[config.mk]
export PLATFORM = sky130hd
export DESIGN_NAME = cpu_bus_master
export DESIGN_NICKNAME = d
export VERILOG_FILES = /design/src/rtl/cpu_bus_master_pkg.sv /design/src/rtl/cpu_bus_master_rr_arbiter.sv /design/src/rtl/cpu_bus_master.sv
export SDC_FILE = /design/constraint.sdc
export NUM_CORES = 1
export LEC_CHECK = 0
export ABC_AREA = 1
export ABC_CLOCK_PERIOD_IN_PS = 1800
export BUFFER_PORTS_ARGS = -buffer_cell sky130_fd_sc_hd__buf_2
export CAP_MARGIN = 20
export CORE_AREA = 3 3 133 135
export CTS_CLUSTER_DIAMETER = 40
export DETAILED_ROUTE_END_ITERATION = 10
export DIE_AREA = 0 0 136 138
export SETUP_SLACK_MARGIN = 0.3
export SLEW_MARGIN = 20
export SYNTH_ARGS = -nofsm -noshare
export SYNTH_HDL_FRONTEND = slang
export SYNTH_SLANG_ARGS = --single-unit
[constraint.sdc]
create_clock -name clk -period 1.8 [get_ports clk]
set_input_delay 0 -clock clk [delete_from_list [all_inputs] [get_ports clk]]
set_output_delay 0 -clock clk [all_outputs]
set_load 0.1 [all_outputs]
[src/rtl/cpu_bus_master_pkg.sv]
// cpu_bus_master_pkg: shared FSM state codes and width helpers for the bus master.
package cpu_bus_master_pkg;
  typedef enum logic [2:0] {
    io_idle        = 3'd0,
    io_read_begin  = 3'd1,
    io_read_wait   = 3'd2,
    io_write_begin = 3'd3,
    io_write_wait  = 3'd4,
    io_done        = 3'd5
  } io_state_t;
  function automatic int idx_w(input int n);
    return n > 1 ? $clog2(n) : 1;
  endfunction
  function automatic int cnt_w(input int t);
    return t > 0 ? $clog2(t + 1) : 1;
  endfunction
endpackage

[src/rtl/cpu_bus_master_rr_arbiter.sv]
// rr_arbiter: fixed-priority or round-robin pick of one requester, one-hot grant plus index.
module rr_arbiter
  import cpu_bus_master_pkg::*;
#(
  parameter int N_REQ = 3,
  localparam int IDX_W = idx_w(N_REQ)
) (
  input  logic [N_REQ-1:0] req,
  input  logic             mode,
  input  logic [IDX_W-1:0] ptr,
  output logic [N_REQ-1:0] grant,
  output logic [IDX_W-1:0] idx
);
  logic             found;
  logic [IDX_W-1:0] c;
  // Scan from the pointer in round-robin mode, from channel 0 otherwise.
  always_comb begin
    grant = '0;
    idx   = '0;
    found = 1'b0;
    c     = '0;
    for (int i = 0; i < N_REQ; i++) begin
      c = mode ? IDX_W'((int'(ptr) + i) % N_REQ) : IDX_W'(i);
      if (!found && req[c]) begin
        found    = 1'b1;
        grant[c] = 1'b1;
        idx      = c;
      end
    end
  end
endmodule

[src/rtl/cpu_bus_master.sv]
// cpu_bus_master: arbitrates CPU requesters onto a single begin/wait bus with timeout.
module cpu_bus_master
  import cpu_bus_master_pkg::*;
#(
  parameter int ADDR_W  = 32,
  parameter int DATA_W  = 32,
  parameter int N_REQ   = 3,
  parameter int RR_MODE = 0,
  parameter int TIMEOUT = 255
) (
  input  logic                    clk,
  input  logic                    reset,
  input  logic [N_REQ-1:0]        req_valid,
  input  logic [N_REQ-1:0]        req_write,
  input  logic [N_REQ*ADDR_W-1:0] req_addr,
  input  logic [N_REQ*DATA_W-1:0] req_wdata,
  output logic [N_REQ-1:0]        req_done,
  output logic [N_REQ-1:0]        req_error,
  output logic [DATA_W-1:0]       rdata,
  output logic [ADDR_W-1:0]       bus_addr,
  output logic [DATA_W-1:0]       bus_wdata,
  output logic                    bus_read,
  output logic                    bus_write,
  input  logic [DATA_W-1:0]       bus_rdata,
  input  logic                    bus_ready,
  output logic [2:0]              io_state
);
  localparam int IDX_W = idx_w(N_REQ);
  localparam int CNT_W = cnt_w(TIMEOUT);
  io_state_t        state, next;
  logic [N_REQ-1:0] grant;
  logic [IDX_W-1:0] gidx, g, rr_ptr;
  logic [ADDR_W-1:0] sel_addr, addr_q;
  logic [DATA_W-1:0] sel_wdata, wdata_q;
  logic             sel_write, err, tmo, waiting, accept;
  logic [CNT_W-1:0] cnt;
  rr_arbiter #(.N_REQ(N_REQ)) u_arb (
    .req  (req_valid),
    .mode (RR_MODE != 0),
    .ptr  (rr_ptr),
    .grant(grant),
    .idx  (gidx)
  );
  always_comb begin
    sel_addr  = '0;
    sel_wdata = '0;
    for (int i = 0; i < N_REQ; i++) begin
      if (grant[i]) begin
        sel_addr  = req_addr[i*ADDR_W +: ADDR_W];
        sel_wdata = req_wdata[i*DATA_W +: DATA_W];
      end
    end
  end
  assign sel_write = |(req_write & grant);
  assign waiting   = state == io_read_wait || state == io_write_wait;
  assign accept    = state == io_idle && |req_valid;
  assign tmo       = TIMEOUT != 0 && cnt == CNT_W'(TIMEOUT);
  always_ff @(posedge clk) state <= reset ? io_idle : next;
  always_comb begin
    next = io_idle;
    case (state)
      io_idle:        next = !accept ? io_idle : sel_write ? io_write_begin : io_read_begin;
      io_read_begin:  next = io_read_wait;
      io_write_begin: next = io_write_wait;
      io_read_wait:   next = bus_ready || tmo ? io_done : io_read_wait;
      io_write_wait:  next = bus_ready || tmo ? io_done : io_write_wait;
      io_done:        next = io_idle;
      default:        next = io_idle;
    endcase
  end
  always_ff @(posedge clk) begin
    if (reset) begin
      g       <= '0;
      addr_q  <= '0;
      wdata_q <= '0;
      cnt     <= '0;
      err     <= 1'b0;
      rdata   <= '0;
      rr_ptr  <= '0;
    end else begin
      if (accept) begin
        g       <= gidx;
        addr_q  <= sel_addr;
        wdata_q <= sel_wdata;
      end
      if (state == io_read_begin || state == io_write_begin) cnt <= '0;
      else if (waiting && !bus_ready && !tmo) cnt <= cnt + 1'b1;
      // Ready takes precedence over a timeout landing on the same cycle.
      if (waiting && !bus_ready && tmo) err <= 1'b1;
      else if (state == io_done) err <= 1'b0;
      if (state == io_read_wait && bus_ready) rdata <= bus_rdata;
      if (state == io_done && RR_MODE != 0) rr_ptr <= g == IDX_W'(N_REQ - 1) ? '0 : g + 1'b1;
    end
  end
  always_comb begin
    req_done  = '0;
    req_error = '0;
    if (state == io_done) begin
      req_done[g]  = 1'b1;
      req_error[g] = err;
    end
  end
  assign bus_read  = state == io_read_begin;
  assign bus_write = state == io_write_begin;
  assign bus_addr  = addr_q;
  assign bus_wdata = wdata_q;
  assign io_state  = state;
endmodule

* Word level (Yosys, flattened, before mapping)
Cells that the tools add are included.
** Storage, ports and cells
- Flip-flop bits (word level) :: 110
- Logic and storage cells :: 62
- Input bits :: 233
- Output and inout bits :: 107
** Operators by class
- Muxes and demuxes :: 24
- Reductions and logical operators :: 20
- Magnitude comparators :: 2
- Add/sub/neg operators :: 1
- Bitwise logic cells :: 2
- Equality and inequality tests :: 6
** Operators by type and width (number)
- $mux W32 :: 6
- $pmux W3 S5 :: 1
- $mux W3 :: 4
- $add A8 B1 Y8 const B :: 1
- $eq A8 B8 Y1 const B :: 1
- $logic_and A1 B1 Y1 :: 8
- $mux W1 :: 8
- $mux W2 :: 4
- $and A3 B3 Y3 :: 2
- $eq A3 B2 Y1 const B :: 2
- $eq A3 B3 Y1 const B :: 2
- $reduce_or A3 Y1 :: 2
- $logic_not A1 Y1 :: 4
- $eq A3 B1 Y1 const B :: 1
- $logic_not A3 Y1 :: 1
- $logic_or A1 B1 Y1 :: 3
- $lt A2 B3 Y1 const B :: 1
- $demux W1 S2 :: 1
- $ge A2 B1 Y1 const B :: 1
- $reduce_bool A2 Y1 :: 1
- $reduce_or A2 Y1 :: 1

* Depth between registers and ports, before layout
- Depth in word-level cells :: 12
- Mapped depth :: 9
- Depth with buffers taken out :: 8

* Hierarchy
A second synthesis with hierarchy kept.
** Second synthesis, totals
- Cells, all modules :: 822
- Area, all modules :: 5637.9 µm²
** Modules (own cells, without submodules)
- cpu_bus_master :: area each 5361.4 µm², sequential area each 2202.1 µm², instances 1, cells each 765
- rr_arbiter :: area each 276.5 µm², sequential area each 0.0 µm², instances 1, cells each 57

* Least setup slack after synthesis
OpenSTA, ideal clock, no wires.
- Path kind :: register -> output
- Start point :: reg state[0] (netlist: io_state[0])
- End point :: out req_error[0]
- Cell stages (with the launch flop) :: 3
- Path buffers :: 0
- Required time :: 1.800 ns
- Data arrival time :: 4.286 ns
- Setup slack :: -2.486 ns
- Path through :: dfxtp_1 nand3_1 nor4_1
** On the way
- Word-level cells in the longest chain between the ends :: 2
** RTL lines
- from (decl) :: RTL line cpu_bus_master.sv:30 : io_state_t state, next;
- from (signal assigned) :: RTL line cpu_bus_master.sv:58 : always_ff @(posedge clk) state <= reset ? io_idle : next;
- $eq A3 B3 Y1 :: RTL line cpu_bus_master.sv:98 : if (state == io_done) begin
- $mux W3 :: RTL line cpu_bus_master.sv:98
- to (decl) :: RTL line cpu_bus_master.sv:18 : output logic [N_REQ-1:0] req_error,
Every way passes these cells.

* Worst setup path in the final report
- Start point :: reg state[1] (netlist: io_state[1])
- End point :: out req_error[2]
Same word-level chain as after synthesis.

==> results.sh <==
export IMPL_setup_viol_count_final=0
export IMPL_diodes=0
export IMPL_fp_dieArea_um2=18800
export IMPL_fin_crit_sh=0.781
export IMPL_syn_num_nets=1062
export IMPL_hold_depth=5
export IMPL_status="finished, final reports clean"
export IMPL_maxCapViolations=0
export IMPL_routedWlPerCell_um=14.1
export IMPL_first_pass_iters=4
export IMPL_initial_core_util=0.317
export IMPL_startpoint_type="register"
export IMPL_clk_pin_slew_ps=80
export IMPL_final_core_util=0.502
export IMPL_rsz0062_at_grt="yes"
export IMPL_area_growth_pct=58.4
export IMPL_die_y_um=138
export IMPL_gr_usage_met3=0.0531
export IMPL_core_region_area_um2=16600
export IMPL_critPathKind="register to output port"
export IMPL_slew_limit_headroom=0.643
export IMPL_tightest_slew_ps=539
export IMPL_r2r_end="bus_addr[13]$_SDFFE_PP0N_"
export IMPL_power_density_nw_per_um2=1260
export IMPL_drive_above_1_share=0.332
export IMPL_syn_inst=828
export IMPL_synth_flop_cell="dfxtp_1"
export IMPL_hold_path_startpoint="req_wdata[40]"
export IMPL_cts_root_buf="clkbuf_16"
export IMPL_synth_seq_cells=110
export IMPL_power_static_leakage_uw=0.00419
export IMPL_synth_area_per_cell_um2=6.34
export IMPL_grt_max_degree=71
export IMPL_cp_max_fo=7
export IMPL_rrSetupSlack_ps=410
export IMPL_cts_sinks=110
export IMPL_fmax_ghz=0.711
export IMPL_ioPinCount=340
export IMPL_h_tree_depth=3
export IMPL_min_period_ps=1410
export IMPL_synth_cell_types=23
export IMPL_fin_nets=1440
export IMPL_drc=0
export IMPL_fill_cells=1688
export IMPL_numPortBuffers=339
export IMPL_layout_common_cells="nand2_1 (359), buf_2 (331), dfxtp_1 (103)"
export IMPL_mostFrequentLayoutCell="nand2_1"
export IMPL_worst_setup_path_end_kind="output port"
export IMPL_antenna_found_initial=0
export IMPL_dp_hpwl_mm=14.2
export IMPL_post_dp_cell_area_um2=7300
export IMPL_worst_ir_drop_vdd_uv=557
export IMPL_fp_dieW_um=136
export IMPL_cts_buffers=9
export IMPL_routed_via_density=4.58
export IMPL_synth_edff_count=0
export IMPL_met1_usage=0.234
export IMPL_dr_first_iter_drc_count=279
export IMPL_ys_seq_area_frac=0.419
export IMPL_totalWireLength_mm=20.1
export IMPL_hold_viol=0
export IMPL_final_cell_area_um2=8320
export IMPL_place_congestion=0.817
export IMPL_worstPathRequired_ps=1800
export IMPL_fin_skew_ps=10.3
export IMPL_grt_first_pass_wirelength_mm=31.0
export IMPL_synth_warnings=0
export IMPL_multi_input_area_um2=2830
export IMPL_grt_pass1_vias=6310
export IMPL_r2r_start="io_state[1]$_SDFF_PP0_"
export IMPL_holdCritPathClass="input port to register"
export IMPL_synth_area_um2=5250
export IMPL_num_vias=6550
export IMPL_synthArstFlopShare=0
export IMPL_cts_tree="done"
export IMPL_reg2reg_depth=6
export IMPL_hold_path_end="bus_wdata[8]$_SDFFE_PP0N_"
export IMPL_rows=47
export IMPL_gr_max_usage_layer="met2"
export IMPL_crit_arrival_ps=1410
export IMPL_track_usage=0.202
export IMPL_finalMaxSlewViolations=0
export IMPL_grt_overflow_total=0
export IMPL_seq_area_um2=2220
export IMPL_cts_buffer_depth=2
export IMPL_holdWs_ps=16.9
export IMPL_grt_met2_usage=0.360
export IMPL_antenna_left=0
export IMPL_clk_latency_ps=350
-- routing by layer --
metal	part of all wire	routed length [µm]
met5	0	0
met4	0.026	522
met3	0.065	1310
met2	0.50	10000
met1	0.41	8260
-- sequential cells by signal (all words and copies together), names as in the netlist --
| signal | cells |
|---|---|
| err | 1 |
| bus_wdata | 32 |
| bus_addr | 32 |
| rdata | 32 |
| g | 2 |
| cnt | 8 |
| io_state | 3 |
-- synthesized netlist by cell type, types with 2 or more instances --
cell type    n  area (µm²)
nand2_1    359        1350
dfxtp_1    110        2200
nor2_1      80         300
a21oi_1     76         380
nand3_1     72         360
o21ai_0     36         180
clkbuf_1    22        82.6
buf_2       19        95.1
inv_1       19        71.3
buf_4        8        60.1
inv_2        4        15.0
nor3_1       3        15.0
nor4_1       3        18.8
xor2_1       3        26.3
buf_1        2        7.51
nand3_2      2        20.0
nand3b_1     2        15.0
nand4_1      2        12.5
nor2_2       2        12.5
-- stage by stage --
stage / TNS (ps) / power [µW] / cells / setup WS [ps]
floorplan: -233 / 7120 / 828 / -114
global placement: 0 / 8220 / 1351 / 375
detailed placement: 0 / 8240 / 1351 / 338
CTS: 0 / 10500 / 1427 / 303
global route: 0 / 10900 / 1431 / 282
finish: 0 / 10400 / 1431 / 394
-- worst max-delay path by stage --
stage	to	startpoint	depth (start not counted)	slack, ps
floorplan	req_error[0]	io_state[0]$_SDFF_PP0_	2	-110
global placement	cnt[1]$_SDFFE_PP0P_	cnt[0]$_SDFFE_PP0P_	9	370
detailed placement	cnt[1]$_SDFFE_PP0P_	cnt[0]$_SDFFE_PP0P_	9	340
CTS	req_done[0]	io_state[1]$_SDFF_PP0_	4	300
global route	req_error[1]	io_state[0]$_SDFF_PP0_	3	280
finish	req_error[2]	io_state[1]$_SDFF_PP0_	4	390
-- repair_timing --
action | in CTS | in global routing
hold buffers | 60 | 0
gates resized for setup | 8 | 16
buffers inserted | 0 | 3
gates cloned | 0 | 1
hold endpoints to repair | 55 | 0
endpoints found under the setup margin | 6 | 62
pin swaps | 3 | 4
-- worst max-delay path, cell delays in order, from the launching register on --
cell	delay, ps
dfxtp_4	380
inv_4	60
nand3_4	160
nor4_4	190
buf_6	260
-- area by class of cell --
| type | count | area share |
|---|---|---|
| flip-flops and latches | 110 | 0.267 |
| multi-input cells | 644 | 0.340 |
| inverters | 23 | 0.0113 |
| repair buffers | 418 | 0.311 |
| well taps | 220 | 0.0331 |
| clock buffers | 10 | 0.0287 |
| clock inverters | 6 | 0.00902 |
-- power by group --
group,leakage [µW],switching (µW),internal [µW]
logic,0.00313,4180,1060
clock network,0.000152,961,1140
registers,0.000904,248,2850
total,0.00419,5390,5050
-- kinds of logic after synthesis --
logic type	after synthesis	synth area share
and+or+nand+nor	526	0.401
AOI/OAI and AO/OA	114	0.109
DFF	110	0.419
xor gates and xnor gates	3	0.00500
buffers and inverters	74	0.0631
adders and majority gates	1	0.00238
No activity file was read; power rests on OpenSTA's default activity.
